===== src/rtl/serv_immdec_pkg.sv =====
// Shared types and opcode constants for the serial immediate decoder.
// Optional zimm support is enabled by defining SERV_IMMDEC_ZIMM_EN.
package serv_immdec_pkg;

    typedef enum logic [2:0] {
        IMM_NONE,
        IMM_I,
        IMM_S,
        IMM_B,
        IMM_U,
        IMM_J
    } imm_type_e;

    typedef enum logic {
        IDLE,
        SHIFT
    } state_e;

    localparam logic [4:0] OP_LUI    = 5'b01101;
    localparam logic [4:0] OP_AUIPC  = 5'b00101;
    localparam logic [4:0] OP_JAL    = 5'b11011;
    localparam logic [4:0] OP_JALR   = 5'b11001;
    localparam logic [4:0] OP_LOAD   = 5'b00000;
    localparam logic [4:0] OP_OPIMM  = 5'b00100;
    localparam logic [4:0] OP_SYSTEM = 5'b11100;
    localparam logic [4:0] OP_STORE  = 5'b01000;
    localparam logic [4:0] OP_BRANCH = 5'b11000;

endpackage


===== src/rtl/serv_imm_extract.sv =====
// Combinational immediate extraction and sign extension from an instruction word.
// SERV_IMMDEC_ZIMM_EN selects zero-extended zimm for CSR*I instructions.
module serv_imm_extract
    import serv_immdec_pkg::*;
#(
    parameter int XLEN = 32
) (
    input  logic [31:0]     rdt,
    output logic [XLEN-1:0] imm,
    output imm_type_e       imm_type
);

    logic [4:0]  op;
    logic [31:0] imm32;
    logic        unused_bits;

    assign op          = rdt[6:2];
    assign unused_bits = ^{rdt[1:0], rdt[14:12]};

    always_comb begin
        imm32    = '0;
        imm_type = IMM_NONE;
        unique case (1'b1)
            (op == OP_LUI) || (op == OP_AUIPC): begin
                imm32    = {rdt[31:12], 12'h000};
                imm_type = IMM_U;
            end
            (op == OP_JAL): begin
                imm32    = {{12{rdt[31]}}, rdt[19:12],
                            rdt[20], rdt[30:21], 1'b0};
                imm_type = IMM_J;
            end
            (op == OP_JALR) || (op == OP_LOAD) ||
            (op == OP_OPIMM): begin
                imm32    = {{20{rdt[31]}}, rdt[31:20]};
                imm_type = IMM_I;
            end
            (op == OP_SYSTEM): begin
                imm32    = {{20{rdt[31]}}, rdt[31:20]};
                imm_type = IMM_I;
`ifdef SERV_IMMDEC_ZIMM_EN
                if (rdt[14]) begin
                    imm32 = {27'd0, rdt[19:15]};
                end
`endif
            end
            (op == OP_STORE): begin
                imm32    = {{20{rdt[31]}}, rdt[31:25], rdt[11:7]};
                imm_type = IMM_S;
            end
            (op == OP_BRANCH): begin
                imm32    = {{20{rdt[31]}}, rdt[7], rdt[30:25],
                            rdt[11:8], 1'b0};
                imm_type = IMM_B;
            end
            default: begin
                imm32    = '0;
                imm_type = IMM_NONE;
            end
        endcase
    end

    // Extend the 32-bit immediate to XLEN by replicating its sign bit.
    assign imm = {{(XLEN-31){imm32[31]}}, imm32[30:0]};

endmodule


===== src/rtl/serv_immdec.sv =====
// Immediate decoder/serializer: loads a formatted immediate and shifts it out LSB-first.
// Define SERV_IMMDEC_ZIMM_EN to load zimm for CSRRWI/CSRRSI/CSRRCI.
module serv_immdec
    import serv_immdec_pkg::*;
#(
    parameter int XLEN = 32
) (
    input  logic        clk,
    input  logic        i_rst_n,
    input  logic        i_wb_en,
    input  logic [31:0] i_wb_rdt,
    input  logic        i_cnt_en,
    output logic        o_imm,
    output logic        o_utype,
    output logic        o_busy,
    output logic        o_done
);

    localparam int CW = $clog2(XLEN);
    localparam logic [CW-1:0] CNT_MAX = CW'(XLEN - 1);

    state_e          state;
    state_e          state_n;
    logic [XLEN-1:0] sreg;
    logic [CW-1:0]   cnt;
    imm_type_e       imm_type;
    logic            done;

    logic [XLEN-1:0] ext_imm;
    imm_type_e       ext_type;
    logic            load;
    logic            step;
    logic            last;

    serv_imm_extract #(
        .XLEN     (XLEN)
    ) u_extract (
        .rdt      (i_wb_rdt),
        .imm      (ext_imm),
        .imm_type (ext_type)
    );

    always_comb begin
        state_n = state;
        load    = 1'b0;
        step    = 1'b0;
        last    = 1'b0;
        unique case (state)
            IDLE: begin
                if (i_wb_en) begin
                    load    = 1'b1;
                    state_n = SHIFT;
                end
            end
            SHIFT: begin
                if (i_cnt_en) begin
                    step = 1'b1;
                    if (cnt == CNT_MAX) begin
                        last    = 1'b1;
                        state_n = IDLE;
                    end
                end
            end
            default: state_n = IDLE;
        endcase
    end

    always_ff @(posedge clk) begin
        if (!i_rst_n) begin
            state    <= IDLE;
            sreg     <= '0;
            cnt      <= '0;
            imm_type <= IMM_NONE;
            done     <= 1'b0;
        end else begin
            state <= state_n;
            done  <= last;
            if (load) begin
                sreg     <= ext_imm;
                cnt      <= '0;
                imm_type <= ext_type;
            end else if (step) begin
                // Arithmetic shift keeps the sign bit in place once consumed.
                sreg <= {sreg[XLEN-1], sreg[XLEN-1:1]};
                cnt  <= last ? '0 : cnt + 1'b1;
            end
        end
    end

    assign o_imm   = sreg[0];
    assign o_utype = (imm_type == IMM_U);
    assign o_busy  = (state == SHIFT);
    assign o_done  = done;

endmodule


===== config.mk =====
export PLATFORM = sky130hd
export DESIGN_NAME = serv_immdec
export DESIGN_NICKNAME = d
export VERILOG_FILES = /design/src/rtl/serv_immdec_pkg.sv /design/src/rtl/serv_imm_extract.sv /design/src/rtl/serv_immdec.sv
export SDC_FILE = /design/constraint.sdc
export NUM_CORES = 1
export LEC_CHECK = 0
export CAP_MARGIN = 20
export CORE_UTILIZATION = 48
export CTS_CLUSTER_SIZE = 24
export DETAILED_ROUTE_END_ITERATION = 8
export HOLD_SLACK_MARGIN = 0.05
export MAX_ROUTING_LAYER = met4
export PLACE_DENSITY = 0.79
export SYNTH_ARGS = -nofsm -noshare
export SYNTH_HDL_FRONTEND = slang
export SYNTH_SLANG_ARGS = --single-unit

===== constraint.sdc =====
create_clock -name clk -period 1.53 [get_ports clk]
set_clock_uncertainty 0.2 [all_clocks]
set_input_delay 0.2295 -clock clk [delete_from_list [all_inputs] [get_ports clk]]
set_output_delay 0.2295 -clock clk [all_outputs]
set_load 0.01 [all_outputs]

==> results.md <==
- Cell row count: 25
- Max Fclk: 633 MHz
- Startpoint Class: input port
- Fillers: 281
- Io pins: 40
- Post-layout nets: 382
- Core Box Area: 0.00479 sq mm
- Commonest non-fill, non-tap cells in the layout: buf_4, dfxtp_1, clkdlybuf4s50_1, nand2_1, a21oi_1
- RePlAce Congestion: 0.872
- Top Metal Used: met4
- P&R area growth vs syn: 54.1%
- Mapped Nets: 302
- Reg2Reg Setup Slack: -0.04 ns
- Antenna violations before repair: 0
- Drt initial violations: 203
- Setup WS pre-CTS: -0.821 ns
- Syn avg cell area: 9.21 sq um
- Final Max Slew Viols: 0
- Buffers on Ports: 37
- Sequential element share of the synthesized area: 0.346
- Reg2reg path depth: 5
- Leading cell type in the layout, fill and taps excluded: buf_4
- DR WL met2: a little over 4 mm
- Worst hold path type: reg -> reg
- Final min period: 1.58 ns
- DIE WIDTH: 73.2 microns
- Initial core utilization: 0.508
- Fin Hold WS: 0.250 ns
- Clock sinks: 42
- Hpwl dp: 4.36 mm
- Setup WS post-layout: -0.0498 ns
- Tightest Pin Transition: approximately 0.57 ns
- CTS tree: built
- Routed wl met3: 523 microns
- CTS clk-pin slew, worst paths: roughly 0.09 ns
- Root buffer cell: clkbuf_8
- LEAKAGE: 0.00133 uW
- # DRC: 0
- Post-DR wirelength/cell: 20.5 microns
- CTS buffer count: 5
- HP Start: imm_type[2]$_SDFFE_PN0P_
- Worst r2r src: o_busy$_SDFF_PN0_
- Post-route clock period utilization: 1.03
- CP arrival: about 1.6 ns
- Bufs on Longest Clock Path: 2
- Top delay family on crit path: buffers and inverters
- Worst Hold Path EP: imm_type[2]$_SDFFE_PN0P_
- Number of hold buffers added after CTS: 0
- Gr usage total: 0.294
- Yosys reg bits: 42
- Area leader, netlist: dfxtp_1
- FF-to-FF End: sreg[30]$_SDFFE_PN0P_
- Mapped Cells: approximately 260
- Top_reg_cell synth: dfxtp_1
- RSZ-0062 raised after global routing: true
- Cell Chain, Critical Path: clkdlybuf4s50_1 -> buf_4 -> nand2b_4 -> buf_12 -> o21a_1 -> a221oi_2 -> a311oi_1
- CP required: 1.55 ns
- Initial DRT Pass Iterations: 4
- Instance count on the critical path: 7
- Total gr overflow: 0
- DRT Wirelength: 8.45 mm
- Status: finished, violations left
- # Max-Cap Violations: 0
- Die height: around 73 microns
- Kind of critical path: in -> reg
- Routed Antenna Nets: 0
- Die ar.: 0.00535 sq mm
- Buffers & Inverters on Critical Path: 3
- Layout cells sized above 1: 0.400
- CP Capture Type: register
- Hold Crit Depth: 2
- Fin. Hold Viols: 0
- Final setup violating endpoints: 10
- Warning count from the yosys run: 0
- Post-synth EDFFs: 0
- Htree depth: 2
- Final Core Density: 0.783
- Vias: approximately 2600
- Largest net degree at the start of global routing: 17
- PwrDens: 744 mW/mm^2
- Met1 WL: 3.48 mm
- Vias in the first global route: 2356
- # diodes: 0
- Via/cell ratio: 6.24
- Maximum VDD drop: 0.783 mV
- Ys async rst share: 0
- Failing checks: setup timing
- Synth cell types: 52
- Slew margin rel.: 0.621
- Ranking of synthesized cells by area: dfxtp_1, a221oi_1, a211oi_2
- Area share of the leading cell type in the synthesized netlist: 0.346
- Clock insertion delay at the later pin of the skew report: 0.31 ns
- Mapped cell area: 0.00243 sq mm
- CP max-delay cell: clkdlybuf4s50_1
- CP Max Fanout: 8
- Crit-path max cell delay: approximately 0.45 ns
- First-pass GRT wire length: 11.5 mm
## metrics by stage
step	TNS [ns]	instances	total power, uW	instance area, sq um
floorplan	-0.0811	264	1550	2460
global placement	-22.46	392	1800	3180
detailed placement	-24.44	392	1810	3180
CTS	-0.0764	409	2660	3560
global route	-0.840	412	2870	3750
finish	-0.144	412	2790	3750
## cell families (layout without fill, tap and decap cells)
| group | count (synthesis) | count (layout) | synth area share |
|---|---|---|---|
| XOR/XNOR | 1 | 1 | 0.00360 |
| flip-flops | 42 | 42 | 0.346 |
| buffers and inverters | 26 | 107 | 0.0679 |
| AO/OA/AOI/OAI | 106 | 106 | 0.348 |
| adder cells (fa/ha/maj) | 2 | 2 | 0.0103 |
| multiplexers | 9 | 9 | 0.0391 |
| AND/OR/NAND/NOR | 78 | 78 | 0.185 |
## state kept, by name, indices dropped and copies added, names as in the netlist
signal	cells
sreg	32
cnt	5
imm_type	3
o_busy	1
o_done	1
## power breakdown
group	internal [uW]	total (uW)	switching (uW)
Clock	363	783	420
Sequential	1150	1190	41.5
Combinational	418	813	396
## worst max-delay path by stage
stage                                       end                 from  slack, ns
after global routing        cnt[2]$_SDFFE_PP0P_  cnt[1]$_SDFFE_PP0P_       -0.1
after floorplan             cnt[3]$_SDFFE_PP0P_  cnt[0]$_SDFFE_PP0P_      -0.05
final                      sreg[2]$_SDFFE_PN0P_              i_wb_en      -0.05
after global placement    sreg[25]$_SDFFE_PN0P_          i_wb_rdt[2]      -0.74
after CTS                 sreg[25]$_SDFFE_PN0P_              i_wb_en      -0.02
after detailed placement  sreg[30]$_SDFFE_PN0P_          i_wb_rdt[2]      -0.82
## what timing repair did
action	in CTS	in global routing
cloned	5	1
setup buffers	4	3
gates resized for setup	50	40
pin swaps	19	13
endpoints found under the setup margin	46	26
## worst min-delay path, stage by stage (launching register included)
cell and delay, ns:
dfxtp_1 0.31, nand2_1 0.05, a21boi_1 0.05
## final cells by class
type	instances	area (sq um)	area share
multi-input combinational	196	1720	0.458
timing repair buffer	97	997	0.266
sequential	42	847	0.226
tap	67	83.8	0.0224
clock buffer	6	82.6	0.0220
clock inverter	2	12.5	0.00334
inverter	2	7.51	0.00200
## layer usage
layer / vias to the layer above / global-route usage
met4: 0 / 0.113
met1: 1243 / 0.375
met2: 120 / 0.460
met5: - / -
met3: 30 / 0.0580
li1: 1177 / -
## cells in the mapped netlist, types with 2 or more instances
cell	number
nand3_1	5
dfxtp_1	42
o22ai_1	9
mux2i_1	8
a21boi_1	3
nor2_1	11
ha_1	2
buf_2	9
inv_1	2
clkbuf_1	6
a211oi_2	10
and2_2	2
a31oi_1	3
nand2b_1	14
nor3_1	3
a21oi_1	22
nor2b_1	2
nor3b_1	2
o21ai_0	16
and3_1	3
and4b_1	2
a221oi_1	15
a311oi_1	4
nand3b_1	2
buf_4	3
nand2_1	22
buf_6	6
o221ai_1	7
o21a_1	5
a211oi_1	2
No activity file was read; power rests on OpenSTA's default activity.
